### config.mk
export PLATFORM = sky130hd
export DESIGN_NAME = time_entry_to_number
export DESIGN_NICKNAME = d
export VERILOG_FILES = /design/src/rtl/time_entry_to_number.sv
export SDC_FILE = /design/constraint.sdc
export NUM_CORES = 1
export LEC_CHECK = 0
export ABC_AREA = 0
export CORE_MARGIN = 8
export CORE_UTILIZATION = 35
export DETAILED_ROUTE_END_ITERATION = 10
export PLACE_DENSITY = 0.65
export SKIP_LAST_GASP = 1
export SYNTH_ARGS = -nofsm -noshare
export SYNTH_HDL_FRONTEND = slang
export SYNTH_SLANG_ARGS = --single-unit
### constraint.sdc
create_clock -name clk -period 3.3 [get_ports clk]
set_clock_uncertainty 0.2 [all_clocks]
set_input_delay 0.66 -clock clk [delete_from_list [all_inputs] [get_ports clk]]
set_output_delay 0.66 -clock clk [all_outputs]
set_load 0.05 [all_outputs]
### src/rtl/time_entry_to_number.sv
// Keypad time entry: collects six BCD digits (HH MM SS), validates each against its
// position, and on completion loads binary hour/min/sec into the clock counter.
module time_entry_to_number #(
   parameter bit HOUR24 = 1'b1
) (
   input  logic        clk,
   input  logic        rst,
   input  logic        start,
   input  logic        cancel,
   input  logic        digit_valid,
   input  logic [3:0]  digit,
   output logic [4:0]  hour,
   output logic [5:0]  min,
   output logic [5:0]  sec,
   output logic        load,
   output logic        busy,
   output logic        err,
   output logic [2:0]  pos,
   output logic [23:0] entry_digits
);

   // Inputs are single-cycle pulses with no back-pressure: a digit_valid pulse is
   // consumed in the cycle it appears, either stored or flagged by err next cycle.
   typedef enum logic [1:0] {IDLE, ENTRY, COMMIT} state_t;

   localparam logic [23:0] BLANK = 24'hFFFFFF;

   state_t      state, state_nxt;
   logic [4:0]  hour_nxt;
   logic [5:0]  min_nxt, sec_nxt;
   logic        load_nxt, busy_nxt, err_nxt;
   logic [2:0]  pos_nxt;
   logic [23:0] entry_nxt;
   logic        accept;
   logic [3:0]  h_tens;

   assign h_tens = entry_digits[23:20];

   always_comb begin
      accept = 1'b0;
      if (digit <= 4'd9) begin
         case (pos)
            3'd0: accept = HOUR24 ? (digit <= 4'd2) : (digit <= 4'd1);
            3'd1: begin
               if (HOUR24) accept = (h_tens == 4'd2) ? (digit <= 4'd3) : 1'b1;
               else        accept = (h_tens == 4'd0) ? (digit != 4'd0) : (digit <= 4'd2);
            end
            3'd2, 3'd4: accept = (digit <= 4'd5);
            3'd3, 3'd5: accept = 1'b1;
            default:    accept = 1'b0;
         endcase
      end
   end

   always_ff @(posedge clk) begin
      if (rst) state <= IDLE;
      else     state <= state_nxt;
   end

   always_comb begin
      state_nxt = state;
      hour_nxt  = hour;
      min_nxt   = min;
      sec_nxt   = sec;
      load_nxt  = 1'b0;
      err_nxt   = 1'b0;
      pos_nxt   = pos;
      entry_nxt = entry_digits;
      case (state)
         IDLE: begin
            if (start) begin
               state_nxt = ENTRY;
               pos_nxt   = 3'd0;
               entry_nxt = BLANK;
            end
         end
         ENTRY: begin
            if (cancel) begin
               state_nxt = IDLE;
               pos_nxt   = 3'd0;
               entry_nxt = BLANK;
            end else if (start) begin
               pos_nxt   = 3'd0;
               entry_nxt = BLANK;
            end else if (digit_valid) begin
               if (accept) begin
                  for (int i = 0; i < 6; i++) begin
                     if (pos == 3'(i)) entry_nxt[20-4*i +: 4] = digit;
                  end
                  // pos stays at 5 while committing; it never points past the last slot
                  if (pos == 3'd5) state_nxt = COMMIT;
                  else             pos_nxt   = pos + 3'd1;
               end else begin
                  err_nxt = 1'b1;
               end
            end
         end
         COMMIT: begin
            // First COMMIT cycle raises load with the converted time; the second returns to IDLE
            if (!load) begin
               load_nxt = 1'b1;
               hour_nxt = 5'(entry_digits[23:20]) * 5'd10 + 5'(entry_digits[19:16]);
               min_nxt  = 6'(entry_digits[15:12]) * 6'd10 + 6'(entry_digits[11:8]);
               sec_nxt  = 6'(entry_digits[7:4])   * 6'd10 + 6'(entry_digits[3:0]);
            end else begin
               state_nxt = IDLE;
               pos_nxt   = 3'd0;
               entry_nxt = BLANK;
            end
         end
         default: begin
            state_nxt = IDLE;
            pos_nxt   = 3'd0;
            entry_nxt = BLANK;
         end
      endcase
      busy_nxt = (state_nxt != IDLE);
   end

   always_ff @(posedge clk) begin
      if (rst) begin
         hour         <= 5'd0;
         min          <= 6'd0;
         sec          <= 6'd0;
         load         <= 1'b0;
         busy         <= 1'b0;
         err          <= 1'b0;
         pos          <= 3'd0;
         entry_digits <= BLANK;
      end else begin
         hour         <= hour_nxt;
         min          <= min_nxt;
         sec          <= sec_nxt;
         load         <= load_nxt;
         busy         <= busy_nxt;
         err          <= err_nxt;
         pos          <= pos_nxt;
         entry_digits <= entry_nxt;
      end
   end

endmodule

==> Implementation_results.wiki <==
{| class="wikitable"
! Metric !! Value
|-
| Status || completed
|-
| Number of global-route vias before repair || 2204
|-
| Max frequency || 0.374 GHz
|-
| Area enclosed by the die boundary || 10400 µm²
|-
| Number of flops mapped to enable cells by yosys || 0
|-
| Path type of the worst min-delay path || register to register
|-
| Setup TNS after final layout || 0 ns
|-
| Syn Area/Cell || 9.36 µm²
|-
| Largest area contributor in the netlist || sky130_fd_sc_hd__dfxtp_1
|-
| DRT Wirelength || 6.54 mm
|-
| Buffers from clock root to sink, at most || 2
|-
| Ranking of synthesized cells by area || sky130_fd_sc_hd__dfxtp_1 38%, sky130_fd_sc_hd__ha_1 10%, sky130_fd_sc_hd__mux2i_1 10%
|-
| Vias/cell || 4.88
|-
| Sinks on the clock net || 49
|-
| Total Nets Final || 368
|-
| Aggregate global-route resource usage || 13.3%
|-
| Count of hold-fix buffers inserted at cts || 0
|-
| Critical Path Slowest Stage Cell || sky130_fd_sc_hd__clkdlybuf4s50_1
|-
| Count leader, synth || sky130_fd_sc_hd__dfxtp_1
|-
| Wire length on met1 || 2.97 mm
|-
| Floorplan die width || 102 µm
|-
| Clock latency reported for the late side of the worst-skew pair || 0.30 ns
|-
| Met2 WL || 3.09 mm
|-
| Number of remaining DRC errors || 0
|-
| Total number of vias || 2124
|-
| Startpoint-to-endpoint class of the critical path || register to primary output
|-
| Pin count of the biggest net entering global routing || 45
|-
| Data arrival time of the critical path || 1.82 ns
|-
| First-pass GRT wire length || 11.0 mm
|-
| Ys async rst share || 0%
|-
| Area Growth Syn to Fin || 30.6%
|-
| Ratio of final minimum period to clock period || 81.1%
|-
| Slew @ Worst Pin || 0.659 ns
|-
| Maximum level of the CTS H-tree || 2
|-
| Placer Congestion || 0.837
|-
| Leakage || 1.40 nW
|-
| Biggest fanout along the worst timing path || 11
|-
| Antenna violations before repair || 0
|-
| Number of instances in the synthesized netlist || 277
|-
| Unrepaired setup endpoints after global routing || false
|-
| Number of iterations in the first detailed-routing pass || 4
|-
| Critical Path, Cell by Cell || clkdlybuf4s50_1
|-
| Number of clock buffers inserted by TritonCTS || 5
|-
| Number of storage elements in the synthesis netlist || 49
|-
| Number of nets with antenna violations after detailed routing || 0
|-
| Final core utilization || 46.9%
|-
| Post-CTS setup-driven buffer insertion count || 0
|-
| Final number of setup-violating endpoints || 0
|-
| Predominant post-synthesis flop cell || sky130_fd_sc_hd__dfxtp_1
|-
| Relative slew margins || 56.1%
|-
| Top cell type's share of synthesized area || 37.8%
|-
| Kind of capture point of the worst setup path || primary output
|-
| Clock tree from TritonCTS || built
|-
| Clock tree root driver cell || sky130_fd_sc_hd__clkbuf_8
|-
| Total met3 wirelength after detailed routing || 434 µm
|-
| Share of the yosys chip area belonging to registers || 37.8%
|-
| Cell area after technology mapping || 2590 µm²
|-
| Initial standard-cell utilization of the core || 36.0%
|-
| I/O Buffers || 55
|-
| Kind of start point of the critical path || register
|-
| Kind of cell with the highest combined delay on the critical path || buffers and inverters
|-
| Wire length per cell after detailed routing || 15.0 µm
|-
| Placed wire-length estimate || 4.87 mm
|-
| Final count of hold timing violations || 0
|-
| Fill cell total of the finished layout || 726
|-
| IR Drop Worst-Case VDD || 0.000164 V
|-
| Overflow left after global routing || 0
|-
| Required @ worst endpoint || 2.44 ns
|-
| Count of routing violations after the opening detailed-route iteration || 82
|-
| Distinct cells, synth || 37
|-
| Topmost layer with routed signal wires || met4
|-
| Resized Gates After CTS || 0
|-
| Diodes inserted || 0
|-
| Core Area || 7210 µm²
|-
| Total number of yosys warnings || 0
|-
| Max-cap violation count || 0
|-
| Total power density per cell area || 345 nW/µm²
|-
| Post-route total power || 1.17 mW
|-
| Net Count, Synth || 310
|-
| Clock-pin slew on the worst setup and hold paths || 0.09 ns
|-
| Delay contributed by the slowest stage of the critical path || 0.90 ns
|-
| Top-Level Pins || 56
|-
| Synth top cells by count || 49 x sky130_fd_sc_hd__dfxtp_1, 39 x sky130_fd_sc_hd__nor2_1, 29 x sky130_fd_sc_hd__nand2_1
|-
| Die H || 102 µm
|-
| Ratio of cells with drive above 1 in the final layout || 7.74%
|-
| Max Slew Vio Count || 0
|-
| Post-layout min period || 2.68 ns
|-
| Core Rows || 31
|-
| Number of buffers and inverters on the critical path || 1
|}
-- registers in the layout (all words and copies together), names as in the netlist --
register      cells
sec               6
entry_digits     24
state             2
pos               3
hour              5
min               6
load              1
busy              1
err               1
-- cell type report --
class	count	area, µm²	area share [%]
Clock inverter	2	37.5	1.11
Sequential cell	49	981	29.0
Multi-Input combinational cell	202	1500	44.3
Inverter	14	52.6	1.55
Timing Repair Buffer	63	611	18.0
Tap cell	99	124	3.66
Clock buffer	6	82.6	2.44
-- metal layers --
| metal | vias up | GRT usage [%] |
|---|---|---|
| met5 | - | 0 |
| li1 | 1060 | - |
| met4 | 0 | 3.50 |
| met1 | 1012 | 16.3 |
| met3 | 5 | 3.95 |
| met2 | 47 | 22.0 |
-- per-stage QoR --
stage          instances  hold slack (ns)  worst slack, ns  instance area (µm²)
2_1_floorplan        277            0.377            0.856                 2590
3_3_place_gp         427            0.243            0.535                 3270
3_5_place_dp         427            0.243            0.496                 3270
4_1_cts              435            0.256            0.628                 3390
5_1_grt              435            0.272            0.586                 3390
6_report             435            0.253            0.625                 3390
-- worst paths after layout --
check	from	end	slack (ns)	depth (start not counted)
hold reg to reg	min[3]	min[3]	0.25	2
setup reg to reg	pos[0]	entry_digits[10]	0.84	7
setup / recovery	pos[2]	pos[2]	0.62	1
hold / removal	min[3]	min[3]	0.25	2
-- cell usage in the layout, fill, tap and decap left out, types with 4 or more instances in the layout --
cell                               n
sky130_fd_sc_hd__a21o_1            5
sky130_fd_sc_hd__o21a_1            4
sky130_fd_sc_hd__a21oi_1          18
sky130_fd_sc_hd__ha_1             21
sky130_fd_sc_hd__buf_4             8
sky130_fd_sc_hd__xnor2_1          10
sky130_fd_sc_hd__clkbuf_8          6
sky130_fd_sc_hd__clkdlybuf4s50_1  55
sky130_fd_sc_hd__a211oi_1          6
sky130_fd_sc_hd__xor2_1            4
sky130_fd_sc_hd__o21ai_0           6
sky130_fd_sc_hd__dfxtp_1          49
sky130_fd_sc_hd__inv_1            14
sky130_fd_sc_hd__nor2_1           39
sky130_fd_sc_hd__mux2i_1          26
sky130_fd_sc_hd__nand2_1          29
-- power breakdown --
part	total, mW	switching, mW	internal [mW]
registers	0.600	0.00468	0.595
clock network	0.449	0.203	0.247
logic	0.120	0.0690	0.0509
-- kinds of logic (layout without fill, tap and decap cells) --
group | count (synthesis) | count (layout) | synth area share (%)
multiplexers | 26 | 26 | 10.0
AO/OA/AOI/OAI | 51 | 51 | 14.3
XOR/XNOR | 14 | 14 | 4.73
buffers and inverters | 26 | 85 | 4.39
flip-flops | 49 | 49 | 37.8
AND/OR/NAND/NOR | 87 | 87 | 16.3
adder cells (fa/ha/maj) | 24 | 24 | 12.4
Note: power is estimated with default switching activity, not from simulation.
